[src/rtl/spi_pkg.sv]
// rtl/spi_pkg.sv - shared SPI mode encodings and timing constants
package spi_pkg;

    typedef enum logic [1:0] {
        MODE0 = 2'b00,
        MODE1 = 2'b01,
        MODE2 = 2'b10,
        MODE3 = 2'b11
    } spi_mode_e;

    localparam int SCK_MIN_PHASE = 3;

    // Data is sampled on rising SCK whenever CPOL equals CPHA.
    function automatic logic sample_on_rise(input spi_mode_e mode);
        return (mode == MODE0) || (mode == MODE3);
    endfunction

endpackage

[src/rtl/sync_fifo.sv]
// rtl/sync_fifo.sv - first-word-fall-through FIFO with pointer-wrap full/empty
module sync_fifo #(
    parameter int DATA_W = 9,
    parameter int DEPTH  = 16
) (
    input  logic                     clk,
    input  logic                     rst_n,
    input  logic [DATA_W-1:0]        s_tdata,
    input  logic                     s_tvalid,
    output logic                     s_tready,
    output logic [DATA_W-1:0]        m_tdata,
    output logic                     m_tvalid,
    input  logic                     m_tready,
    output logic [$clog2(DEPTH):0]   level
);
    localparam int AW = $clog2(DEPTH);

    logic [AW:0]       wr_ptr;
    logic [AW:0]       rd_ptr;
    logic [DATA_W-1:0] mem [DEPTH];
    logic              empty;
    logic              full;
    logic              wr_en;
    logic              rd_en;

    assign empty = (wr_ptr == rd_ptr);
    assign full  = (wr_ptr[AW] != rd_ptr[AW]) && (wr_ptr[AW-1:0] == rd_ptr[AW-1:0]);

    // A full FIFO still accepts a write when the head is leaving on the same cycle.
    assign s_tready = ~full | m_tready;
    assign wr_en    = s_tvalid & s_tready;
    assign rd_en    = m_tready & ~empty;

    assign m_tvalid = ~empty;
    assign m_tdata  = empty ? '0 : mem[rd_ptr[AW-1:0]];
    assign level    = wr_ptr - rd_ptr;

    always_ff @(posedge clk) begin
        if (wr_en) begin
            mem[wr_ptr[AW-1:0]] <= s_tdata;
        end
    end

    always_ff @(posedge clk or negedge rst_n) begin
        if (!rst_n) begin
            wr_ptr <= '0;
            rd_ptr <= '0;
        end else begin
            if (wr_en) begin
                wr_ptr <= wr_ptr + 1'b1;
            end
            if (rd_en) begin
                rd_ptr <= rd_ptr + 1'b1;
            end
        end
    end

endmodule

[src/rtl/spi_frame_rx.sv]
// rtl/spi_frame_rx.sv - oversampling SPI slave receiver feeding a word FIFO
module spi_frame_rx
    import spi_pkg::*;
#(
    parameter int WORD_W     = 8,
    parameter int FIFO_DEPTH = 16,
    parameter bit CPOL       = 1'b0,
    parameter bit CPHA       = 1'b0,
    parameter bit MSB_FIRST  = 1'b1
) (
    input  logic                          CLOCK_50,
    input  logic                          RESET_N,
    input  logic                          SCK,
    input  logic                          MOSI,
    input  logic                          SSEL,
    output logic [WORD_W-1:0]             rx_data,
    output logic                          rx_first,
    output logic                          rx_valid,
    input  logic                          rx_ready,
    output logic [$clog2(FIFO_DEPTH):0]   rx_level,
    output logic                          frame_active,
    output logic                          frame_end,
    output logic                          overflow,
    input  logic                          clr_overflow
);
    localparam int   CNT_W       = $clog2(WORD_W + 1);
    localparam logic SAMPLE_RISE = sample_on_rise(spi_mode_e'({CPOL, CPHA}));

    logic [2:0]        sck_sr;
    logic [2:0]        mosi_sr;
    logic [2:0]        ssel_sr;
    logic              sck_rise;
    logic              sck_fall;
    logic              ssel_fall;
    logic              ssel_rise;
    logic              sample;
    logic              push;
    logic              fifo_ready;
    logic [CNT_W-1:0]  bit_cnt;
    logic [WORD_W-1:0] shreg;
    logic [WORD_W-1:0] shift_next;
    logic              first_flag;
    logic [WORD_W:0]   head;

    always_ff @(posedge CLOCK_50 or negedge RESET_N) begin
        if (!RESET_N) begin
            sck_sr  <= {3{CPOL}};
            mosi_sr <= 3'b000;
            ssel_sr <= 3'b111;
        end else begin
            sck_sr  <= {sck_sr[1:0], SCK};
            mosi_sr <= {mosi_sr[1:0], MOSI};
            ssel_sr <= {ssel_sr[1:0], SSEL};
        end
    end

    assign sck_rise  =  sck_sr[1] & ~sck_sr[2];
    assign sck_fall  = ~sck_sr[1] &  sck_sr[2];
    assign ssel_fall = ~ssel_sr[1] &  ssel_sr[2];
    assign ssel_rise =  ssel_sr[1] & ~ssel_sr[2];

    assign frame_active = ~ssel_sr[1];
    assign sample       = (SAMPLE_RISE ? sck_rise : sck_fall) & ~ssel_sr[1] & ~ssel_fall;
    assign push         = sample && (bit_cnt == CNT_W'(WORD_W - 1));

    // MOSI is taken from the history flop: it was captured closest to the SCK pin edge.
    always_comb begin
        shift_next = shreg;
        if (MSB_FIRST) begin
            shift_next = {shreg[WORD_W-2:0], mosi_sr[2]};
        end else begin
            shift_next = {mosi_sr[2], shreg[WORD_W-1:1]};
        end
    end

    always_ff @(posedge CLOCK_50 or negedge RESET_N) begin
        if (!RESET_N) begin
            bit_cnt    <= '0;
            shreg      <= '0;
            first_flag <= 1'b0;
            frame_end  <= 1'b0;
            overflow   <= 1'b0;
        end else begin
            frame_end <= ssel_rise;
            if (ssel_fall) begin
                bit_cnt    <= '0;
                shreg      <= '0;
                first_flag <= 1'b1;
            end else if (ssel_rise) begin
                bit_cnt <= '0;
                shreg   <= '0;
            end else if (sample) begin
                shreg <= shift_next;
                if (push) begin
                    bit_cnt    <= '0;
                    first_flag <= 1'b0;
                end else begin
                    bit_cnt <= bit_cnt + CNT_W'(1);
                end
            end
            if (push && !fifo_ready) begin
                overflow <= 1'b1;
            end else if (clr_overflow) begin
                overflow <= 1'b0;
            end
        end
    end

    sync_fifo #(
        .DATA_W (WORD_W + 1),
        .DEPTH  (FIFO_DEPTH)
    ) u_fifo (
        .clk      (CLOCK_50),
        .rst_n    (RESET_N),
        .s_tdata  ({first_flag, shift_next}),
        .s_tvalid (push),
        .s_tready (fifo_ready),
        .m_tdata  (head),
        .m_tvalid (rx_valid),
        .m_tready (rx_ready),
        .level    (rx_level)
    );

    assign rx_first = head[WORD_W];
    assign rx_data  = head[WORD_W-1:0];

endmodule

[config.mk]
export PLATFORM = sky130hd
export DESIGN_NAME = spi_frame_rx
export DESIGN_NICKNAME = d
export VERILOG_FILES = /design/src/rtl/spi_pkg.sv /design/src/rtl/sync_fifo.sv /design/src/rtl/spi_frame_rx.sv
export SDC_FILE = /design/constraint.sdc
export NUM_CORES = 1
export LEC_CHECK = 0
export CORE_MARGIN = 5
export CORE_UTILIZATION = 40
export CTS_BUF_LIST = sky130_fd_sc_hd__clkbuf_8
export CTS_CLUSTER_SIZE = 40
export DETAILED_ROUTE_END_ITERATION = 6
export GPL_TIMING_DRIVEN = 0
export PLACE_DENSITY_LB_ADDON = 0.12
export SYNTH_ARGS = -nofsm -noshare
export SYNTH_HDL_FRONTEND = slang
export SYNTH_SLANG_ARGS = --single-unit
[constraint.sdc]
create_clock -name CLOCK_50 -period 3.2 [get_ports CLOCK_50]
set_clock_uncertainty 0.1 [all_clocks]
set_input_delay 0.64 -clock CLOCK_50 [delete_from_list [all_inputs] [get_ports CLOCK_50]]
set_output_delay 0.64 -clock CLOCK_50 [all_outputs]
set_load 0.01 [all_outputs]
-- Word level (Yosys, flattened, before mapping)
Memory sizes are Yosys's and may differ from the RTL's.
Index checks and enable logic that the tools add are counted.
- flip-flop bits (word level): 33
- bits in writable memories: 144
- input port bits: 7
- output and inout port bits: 18
- word-level logic and storage cells: 59
- memories: 1
- add/sub/neg operators: 4
- equality and inequality tests: 5
- multiplexer cells: 16
- bitwise gates (word level): 14
- reductions and logical operators: 9
- memory list (memory ; words ; bits a word ; rd ports ; clocked after Yosys merged registers in ; wr ports ; line ; text):
    u_fifo.mem ; 16 ; 9 ; 1 ; 0 ; 1 ; sync_fifo.sv:20 ; logic [DATA_W-1:0] mem [DEPTH];
- operators by type and width (kind ; count):
    $mux 7 ; 3
    $mux 4 ; 4
    $add 5x1->5 const B ; 2
    $mux 9 ; 1
    $mux 1 ; 8
    $and 1x1->1 ; 7
    $not 1->1 ; 6
    $reduce_bool 2->1 ; 3
    $eq 5x5->1 ; 1
    $sub 5x5->5 ; 1
    $add 4x1->4 const B ; 1
    $eq 4x3->1 const B ; 1
    $eq 4x4->1 ; 1
    $logic_and 1x1->1 ; 3
    $reduce_and 3->1 ; 1
    $reduce_bool 3->1 ; 1
    $ne 2x2->1 const B ; 1
    $logic_not 1->1 ; 1
    $ne 1x1->1 ; 1
    $or 1x1->1 ; 1

-- Longest topological paths before layout
Gate-level depths: netlist (run 1).
- depth after elaboration: 9
- mapped depth: 10
- depth with buffers taken out: 7

-- Cells and area by module
From an unflattened synthesis (run 1), not the netlist that was laid out.
- cells, all modules: 402
- area, all modules: 7339.5 um^2
- by module, submodules not included (module ; times used ; cells each ; area an instance (um^2) ; seq. area each (um^2)):
    sync_fifo ; 1 ; 323 ; 6441.2 ; 4574.4
    spi_frame_rx ; 1 ; 79 ; 898.4 ; 579.3

-- Worst setup path before layout (run 1)
No wires, ideal clock.
- kind: register to output
- from: register u_fifo.rd_ptr[1]
- to: output rx_data[7]
- data arrival time: 2.392 ns
- data required time: 2.460 ns
- slack: 0.068 ns
- cell stages (with the launch flop): 11
- cell sequence: dfrtp_1 -> buf_2 -> buf_1 -> inv_1 -> ha_1 -> nand4_2 -> nand2b_1 -> buf_6 -> and3_4 -> buf_6 -> a221o_1
- cells in the longest elaborated chain, start to end: 2
- elaborated cells on any way between the ends: 3
- ends and longest elaborated chain (what ; line ; text):
    start: declaration ; sync_fifo.sv:19 ; logic [AW:0] rd_ptr;
    start signal: assignment ; sync_fifo.sv:53 ; rd_ptr <= rd_ptr + 1'b1;
    $mem_v2 16x9 / $eq 5x5->1 (equally long branches) ; -- ;
    $mux 9 (*) ; sync_fifo.sv:35 ; assign m_tdata = empty ? '0 : mem[rd_ptr[AW-1:0]];
    end: declaration ; spi_frame_rx.sv:16 ; output logic [WORD_W-1:0] rx_data,
Every way passes the cells marked *; elsewhere a longest branch is shown, timed or not.

-- Worst setup path in the final report (run 1)
- from: register u_fifo.rd_ptr[0]
- to: output rx_data[4]
Same word-level chain as after synthesis.

==> results of run 1 <==
==> synthesized netlist by cell type, types with 2 or more instances <==
library cell | count | area share (%)
edfxtp_1 | 144 | 61
nand2_1 | 37 | 2.0
mux4_2 | 36 | 11
dfrtp_1 | 30 | 11
nand3_1 | 20 | 1.4
nor2_1 | 14 | 0.74
a21oi_1 | 13 | 0.92
inv_1 | 13 | 0.69
ha_1 | 12 | 2.1
a221o_1 | 9 | 1.3
xnor2_1 | 9 | 1.1
nor3_1 | 8 | 0.56
buf_1 | 5 | 0.26
buf_2 | 5 | 0.35
clkbuf_1 | 5 | 0.26
buf_6 | 4 | 0.63
nand2b_1 | 4 | 0.35
o21ai_0 | 4 | 0.28
and3_1 | 3 | 0.26
dfstp_2 | 3 | 1.1
xor2_1 | 3 | 0.37
a21o_1 | 2 | 0.21
o21ai_1 | 2 | 0.14
==> final timing paths <==
kind,from,to,slack [ps]
worst min-delay path,RESET_N,u_fifo.rd_ptr[4]$_DFFE_PN0P_,140
max in group asynchronous,RESET_N,u_fifo.rd_ptr[0]$_DFFE_PN0P_,2320
worst min register to register,sck_sr[0]$_DFF_PN0_,sck_sr[1]$_DFF_PN0_,250
worst max register to register,ssel_sr[1]$_DFF_PN1_,u_fifo.mem[6][7]$_DFFE_PP_,40
worst max-delay path,u_fifo.rd_ptr[0]$_DFFE_PN0P_,rx_data[4],20
min in group CLOCK_50,sck_sr[0]$_DFF_PN0_,sck_sr[1]$_DFF_PN0_,250
==> report_power, final <==
part / switching (mW) / total, mW / leakage, nW / internal, mW
Clock: 0.767 / 1.51 / 0.208 / 0.745
Combinational: 1.17 / 2.35 / 0.985 / 1.18
Sequential: 0.104 / 2.67 / 1.68 / 2.56
==> cell type report <==
type / instances / share of cell area, %
Clock inverter: 12 / 1.381
Buffer: 16 / 1.425
Tap cell: 225 / 3.340
Sequential cell: 177 / 61.18
Clock buffer: 20 / 3.266
Inverter: 13 / 0.5790
Multi-Input combinational cell: 192 / 24.14
Timing Repair Buffer: 43 / 4.691
==> metrics by stage <==
step / TNS [ps] / cell area (sq um) / setup WS (ps) / utilization, % / hold slack (ps)
after floorplan: 0 / 7107 / 67.85 / - / 231.2
after global placement: -122760 / 7629 / -1232 / 43.95 / 235.5
after detailed placement: -114220 / 7634 / -1233 / 43.98 / 234.7
after CTS: -221.6 / 8280 / -55.96 / 47.71 / 149.0
after global routing: -4464 / 8428 / -107.7 / 48.56 / 165.7
final: 0 / 8428 / 16.53 / 48.56 / 140.1
==> flip-flops by register name (all words and copies together), names as in the netlist, 3 cells and up <==
name	cells
u_fifo.mem	144
shreg	7
u_fifo.rd_ptr	5
u_fifo.wr_ptr	5
bit_cnt	4
mosi_sr	3
sck_sr	3
ssel_sr	3
==> cells by family after synthesis <==
group | count (synthesis) | share of synthesized area (%)
multiplexers | 37 | 11.57
AND/OR/NAND/NOR | 95 | 6.497
XOR/XNOR | 13 | 1.708
AO/OA/AOI/OAI | 32 | 3.011
adder cells (fa/ha/maj) | 13 | 2.394
buffers and inverters | 33 | 2.306
flip-flops | 177 | 72.52
==> worst reg2reg max path: stages, from the launching register on <==
cell and delay [ps]:
dfstp_2 570, inv_1 70, ha_1 250, nor4b_2 420, and4b_1 240, buf_2 170
nand3_1 400, nor2_2 580
==> layer usage <==
layer	part of all wire (%)	global-route usage (%)	vias to the layer above
li1	-	-	1680
met1	46	23.17	1970
met2	46	23.54	103
met3	4.8	4.027	21
met4	2.2	6.739	0
met5	0	0	-
==> what timing repair did <==
action,in CTS,in global routing
pin swaps,6,3
gates resized for setup,84,23
setup endpoints to repair,157,118
buffers inserted,13,6
gates cloned,2,0
==> out/results.txt, run 1 <==
number of port buffers - 24
Root Driver - clkbuf_8
clock buffer count from CTS - 17
register area - 5156 sq um
Hold Path Class - input port to asynchronous set/reset pin
clk buf depth - 2
H-tree depth - 4
Finish-stage setup viols - 0
clk slew on worst S/H paths - 80 ps
# hold bufs at CTS - 0
fill count - 1488
EDFF count, synth - 144
ANT cells - 0
share of flip-flops with an asynchronous set or reset - 18.64%
vias in the first global route - 3926
Most common cell on crit path - buf_6
Primary FF master, synth - edfxtp_1
GPL Wtd Cong - 0.7743
slowest CP cell - dfrtp_2
status - finished clean
initial antenna violation count - 0
WL/cell - 21.90 um
slowest stage delay, CP - 450 ps
share of layout cells above drive strength 1 - 31.71%
Iter 0 DRT Violations - 290
synthesized instance count - 400
initial core utilization - 40.95%
measured slew at the worst slew-check pin - 815.6 ps
WP data required - 2460 ps
critical path class - flip-flop to output port
full die area - 20530 sq um
DR vias/cell - 5.407
Bufs and invs on worst path - 5
pin count of the biggest net entering global routing - 34
Critical Path Sink Type - output port
Post-Syn Nets - 420
relative max-transition margin - 45.63%
post-synthesis register bit count - 177
cell area after synthesis - 7107 sq um
r2r worst-path depth - 7
Total GRT Usage - 16.08%
routed wire length - 15290 um
clock sink total - 177
Antenna Violating Nets Remaining - 0
final hold viol count - 0
post-synth cell types - 38
DR vias - 3774
Die Y - 143.3 um
multi-input logic area - 2034 sq um
Max FO, Critical Path - 5
Synth Area per Inst - 17.77 sq um
CTS tree - built
Cells after DPL - 649
Achievable Freq - 314.1 MHz
PD cells - 774.5 nW/um^2
GRT overflow - 0
core outline area - 17360 sq um
max-cap violations - 0
DRC - 0
first-pass GRT wire length - 23690 um
Synth-to-Final Area Change - 18.59%
cell family with most CP delay - buffers and inverters
arrival time worst endpoint - 2440 ps
Placement Rows - 48
total power - 6.528 mW
drt pass-1 iters - 4
worst skew pair latency - 450 ps
Seq/Total Area, Yosys - 72.52%
most common cell after layout, fill and taps aside - edfxtp_1
crit-path cells - buf_6 > ha_4 > nand4_4 > buf_6 > o21ai_4 > buf_12 > buf_6 > a21oi_2 > a221o_1 > buf_2
Leak Pwr - 2.874 nW
Yosys Warn Count - 0
Final nets - 480
Final min period - 3183 ps
VDD IR max - 470.0 uV
Die X - 143.3 um
io pins - 25
fin crit share - 99.48%
Levels on crit path - 10
Final Max Slew Viols - 0
RSZ-0062 raised after global routing - yes
Final Non-Filler Cells - 698
most frequent cells in the layout - 144 x edfxtp_1, 37 x nand2_1, 36 x mux4_2, 28 x dfrtp_1, 21 x clkbuf_8
startpoint types - flip-flop
hpwl dp - 9371 um
Note: power is estimated with default switching activity, not from simulation.
==> run 2: changes to the inputs <==
--- a/config.mk
+++ b/config.mk
@@ -11,7 +11,8 @@
 export CTS_CLUSTER_SIZE = 40
 export DETAILED_ROUTE_END_ITERATION = 6
 export GPL_TIMING_DRIVEN = 0
-export PLACE_DENSITY_LB_ADDON = 0.12
+export PLACE_DENSITY = 0.7
+export REMOVE_ABC_BUFFERS = 1
 export SYNTH_ARGS = -nofsm -noshare
 export SYNTH_HDL_FRONTEND = slang
 export SYNTH_SLANG_ARGS = --single-unit
==> run 2 against run 1 <==
Highest routed layer unchanged. Largest cell class unchanged. The flow now finishes with violations (negative setup slack). Design area is 1.3% higher. Fmax is 1.9% lower. Global-route usage is 0.88 points lower. Cell count is 0.43% higher. Core utilization is 0.63 points higher. Combinational power is 6% higher. Hold slack better by 2.8 ps. Critical path depth is 1 lower.
==> out/results.txt, run 2 (synthesis results as in run 1) <==
Leak Pwr - 2.908 nW (was 2.874 nW)
Finish-stage setup viols - 5 (was 0)
most common cell after layout, fill and taps aside - edfxtp_1 (unchanged)
Cells after DPL - 631 (was 649)
PD cells - 766.4 nW/um^2 (was 774.5 nW/um^2)
Iter 0 DRT Violations - 298 (was 290)
first-pass GRT wire length - 22750 um (was 23690 um)
Die X - 143.3 um (unchanged)
RSZ-0062 raised after global routing - yes (unchanged)
H-tree depth - 4 (unchanged)
share of layout cells above drive strength 1 - 34.87% (was 31.71%)
Root Driver - clkbuf_8 (unchanged)
GPL Wtd Cong - 0.7666 (was 0.7743)
initial core utilization - 40.95% (unchanged)
CTS tree - built (unchanged)
critical path class - flip-flop to output port (unchanged)
fill count - 1377 (was 1488)
DRC - 0 (unchanged)
initial antenna violation count - 0 (unchanged)
Final Max Slew Viols - 0 (unchanged)
Reg-to-Reg End - u_fifo.mem[14][8]$_DFFE_PP_ (was u_fifo.mem[6][7]$_DFFE_PP_)
relative max-transition margin - 50.96% (was 45.63%)
Final min period - 3244 ps (was 3183 ps)
wire length on met1 - 5883 um (was 7105 um)
max reg flops - 144 (unchanged)
r2r worst-path depth - 6 (was 7)
Placement Setup Slack - -876.0 ps (was -1233 ps)
WL/cell - 20.59 um (was 21.90 um)
Final WS setup - -44.33 ps (was 16.53 ps)
Hold Path Class - input port to asynchronous set/reset pin (unchanged)
WP data required - 2460 ps (about the same)
clk buf depth - 2 (unchanged)
highest metal used - met4 (unchanged)
vias in the first global route - 3817 (was 3926)
Antenna Violating Nets Remaining - 0 (unchanged)
clock buffer count from CTS - 17 (unchanged)
failing checks - negative setup slack
# hold bufs at CTS - 0 (unchanged)
pin count of the biggest net entering global routing - 37 (was 34)
Final Cell Area - 8538 sq um (was 8428 sq um)
worst skew pair latency - 460 ps (was 450 ps)
Final Non-Filler Cells - 701 (was 698)
Layout Utilization - 49.19% (was 48.56%)
hold slack final - 142.9 ps (was 140.1 ps)
R2R Setup Slk - 60 ps (was 40 ps)
met3 wire len - 763 um (was 735 um)
routed wire length - 14430 um (was 15290 um)
ANT cells - 0 (unchanged)
io pins - 25 (unchanged)
measured slew at the worst slew-check pin - 735.5 ps (was 815.6 ps)
core outline area - 17360 sq um (unchanged)
GRT overflow - 0 (unchanged)
Worst Setup SP - u_fifo.rd_ptr[0]$_DFFE_PN0P_ (unchanged)
clk slew on worst S/H paths - 90 ps (was 80 ps)
R2R Path Start - ssel_sr[1]$_DFF_PN1_ (unchanged)
Post-DP Area - 7551 sq um (was 7634 sq um)
Achievable Freq - 308.2 MHz (was 314.1 MHz)
most frequent cells in the layout - 144 x edfxtp_1, 36 x mux4_2, 30 x nand2_1, 25 x dfrtp_1, 22 x buf_4 (was 144 x edfxtp_1, 37 x nand2_1, 36 x mux4_2, 28 x dfrtp_1, 21 x clkbuf_8)
Die Y - 143.3 um (unchanged)
WL met2 - 7493 um (was 7106 um)
status - complete, but fails checks (was finished clean)
hpwl dp - 8469 um (was 9371 um)
max-cap violations - 0 (unchanged)
clock sink total - 177 (unchanged)
full die area - 20530 sq um (unchanged)
total power - 6.543 mW (was 6.528 mW)
Placement Rows - 48 (unchanged)
setup TNS - -141.3 ps (was 0 ps)
fin crit share - 101.4% (was 99.48%)
drt pass-1 iters - 5 (was 4)
final hold viol count - 0 (unchanged)
Synth-to-Final Area Change - 20.14% (was 18.59%)
DR vias - 3707 (was 3774)
number of port buffers - 24 (unchanged)
startpoint types - flip-flop (unchanged)
DR vias/cell - 5.288 (was 5.407)
Final nets - 483 (was 480)
Max FO, Critical Path - 6 (was 5)
arrival time worst endpoint - 2500 ps (was 2440 ps)
critical path endpoint - rx_data[4] (unchanged)
VDD IR max - 351.6 uV (was 470.0 uV)
Total GRT Usage - 15.21% (was 16.08%)
Critical Path Sink Type - output port (unchanged)
==> run 2: changes by cell type in the layout (fill, tap and decap cells not counted), sizes merged <==
| cell | before | now |
|---|---|---|
| clkbuf | 26 | 17 |
| clkinvlp | 1 | 5 |
| clkdlybuf4s50 | 13 | 11 |
| bufinv | 2 | 1 |
| dlymetal6s2s | 0 | 2 |
| buf | 39 | 48 |
==> run 2: timing repair <==
| action | CTS | global route |
|---|---|---|
| buffers inserted | 19 | 16 |
| pin swaps | 11 | 5 |
| endpoints found under the setup margin | 149 | 110 |
| resized for setup | 86 | 29 |
| cloned | 3 | 0 |
==> run 2: worst min path at each step <==
stage                                     from                   end  slack [ps]  depth (start not counted)
final                                  RESET_N   frame_end$_DFF_PN0_         140                          1
after global routing                   RESET_N   sck_sr[2]$_DFF_PN0_         170                          1
after CTS                              RESET_N   sck_sr[0]$_DFF_PN0_         130                          1
after detailed placement  mosi_sr[1]$_DFF_PN0_  mosi_sr[2]$_DFF_PN0_         230                          0
after global placement    mosi_sr[1]$_DFF_PN0_  mosi_sr[2]$_DFF_PN0_         230                          0
after floorplan           mosi_sr[0]$_DFF_PN0_  mosi_sr[1]$_DFF_PN0_         230                          0
==> run 2: worst max-delay path, stage by stage, from the launching register on <==
cell     delay (ps)
dfrtp_4         510
buf_12          150
buf_12          120
buf_8           110
buf_12          130
mux4_2          460
nand2_2          90
a21oi_2          60
a221o_1         260
buf_2           140
==> run 2: power breakdown <==
group	switching (mW)	total, mW	leakage, nW	internal [mW]
combinational	1.15	2.50	1.06	1.34
clock	0.774	1.38	0.170	0.605
sequential	0.102	2.67	1.68	2.57
total	2.03	6.54	2.91	4.51
==> run 2: layout make-up <==
class / count / area (sq um) / area share, %
sequential: 177 / 5162 / 60.46
multi-input combinational: 192 / 2042 / 23.92
inverter: 13 / 52.55 / 0.6155
clock inverter: 15 / 118.9 / 1.392
tap: 225 / 281.5 / 3.297
timing repair buffer: 62 / 646.9 / 7.576
clock buffer: 17 / 234.0 / 2.740
==> run 2: metal layers <==
| layer | vias up | global-route usage [%] |
|---|---|---|
| li1 | 1678 | - |
| met3 | 19 | 3.295 |
| met4 | 0 | 5.649 |
| met2 | 99 | 25.84 |
| met5 | - | 0 |
| met1 | 1911 | 19.34 |
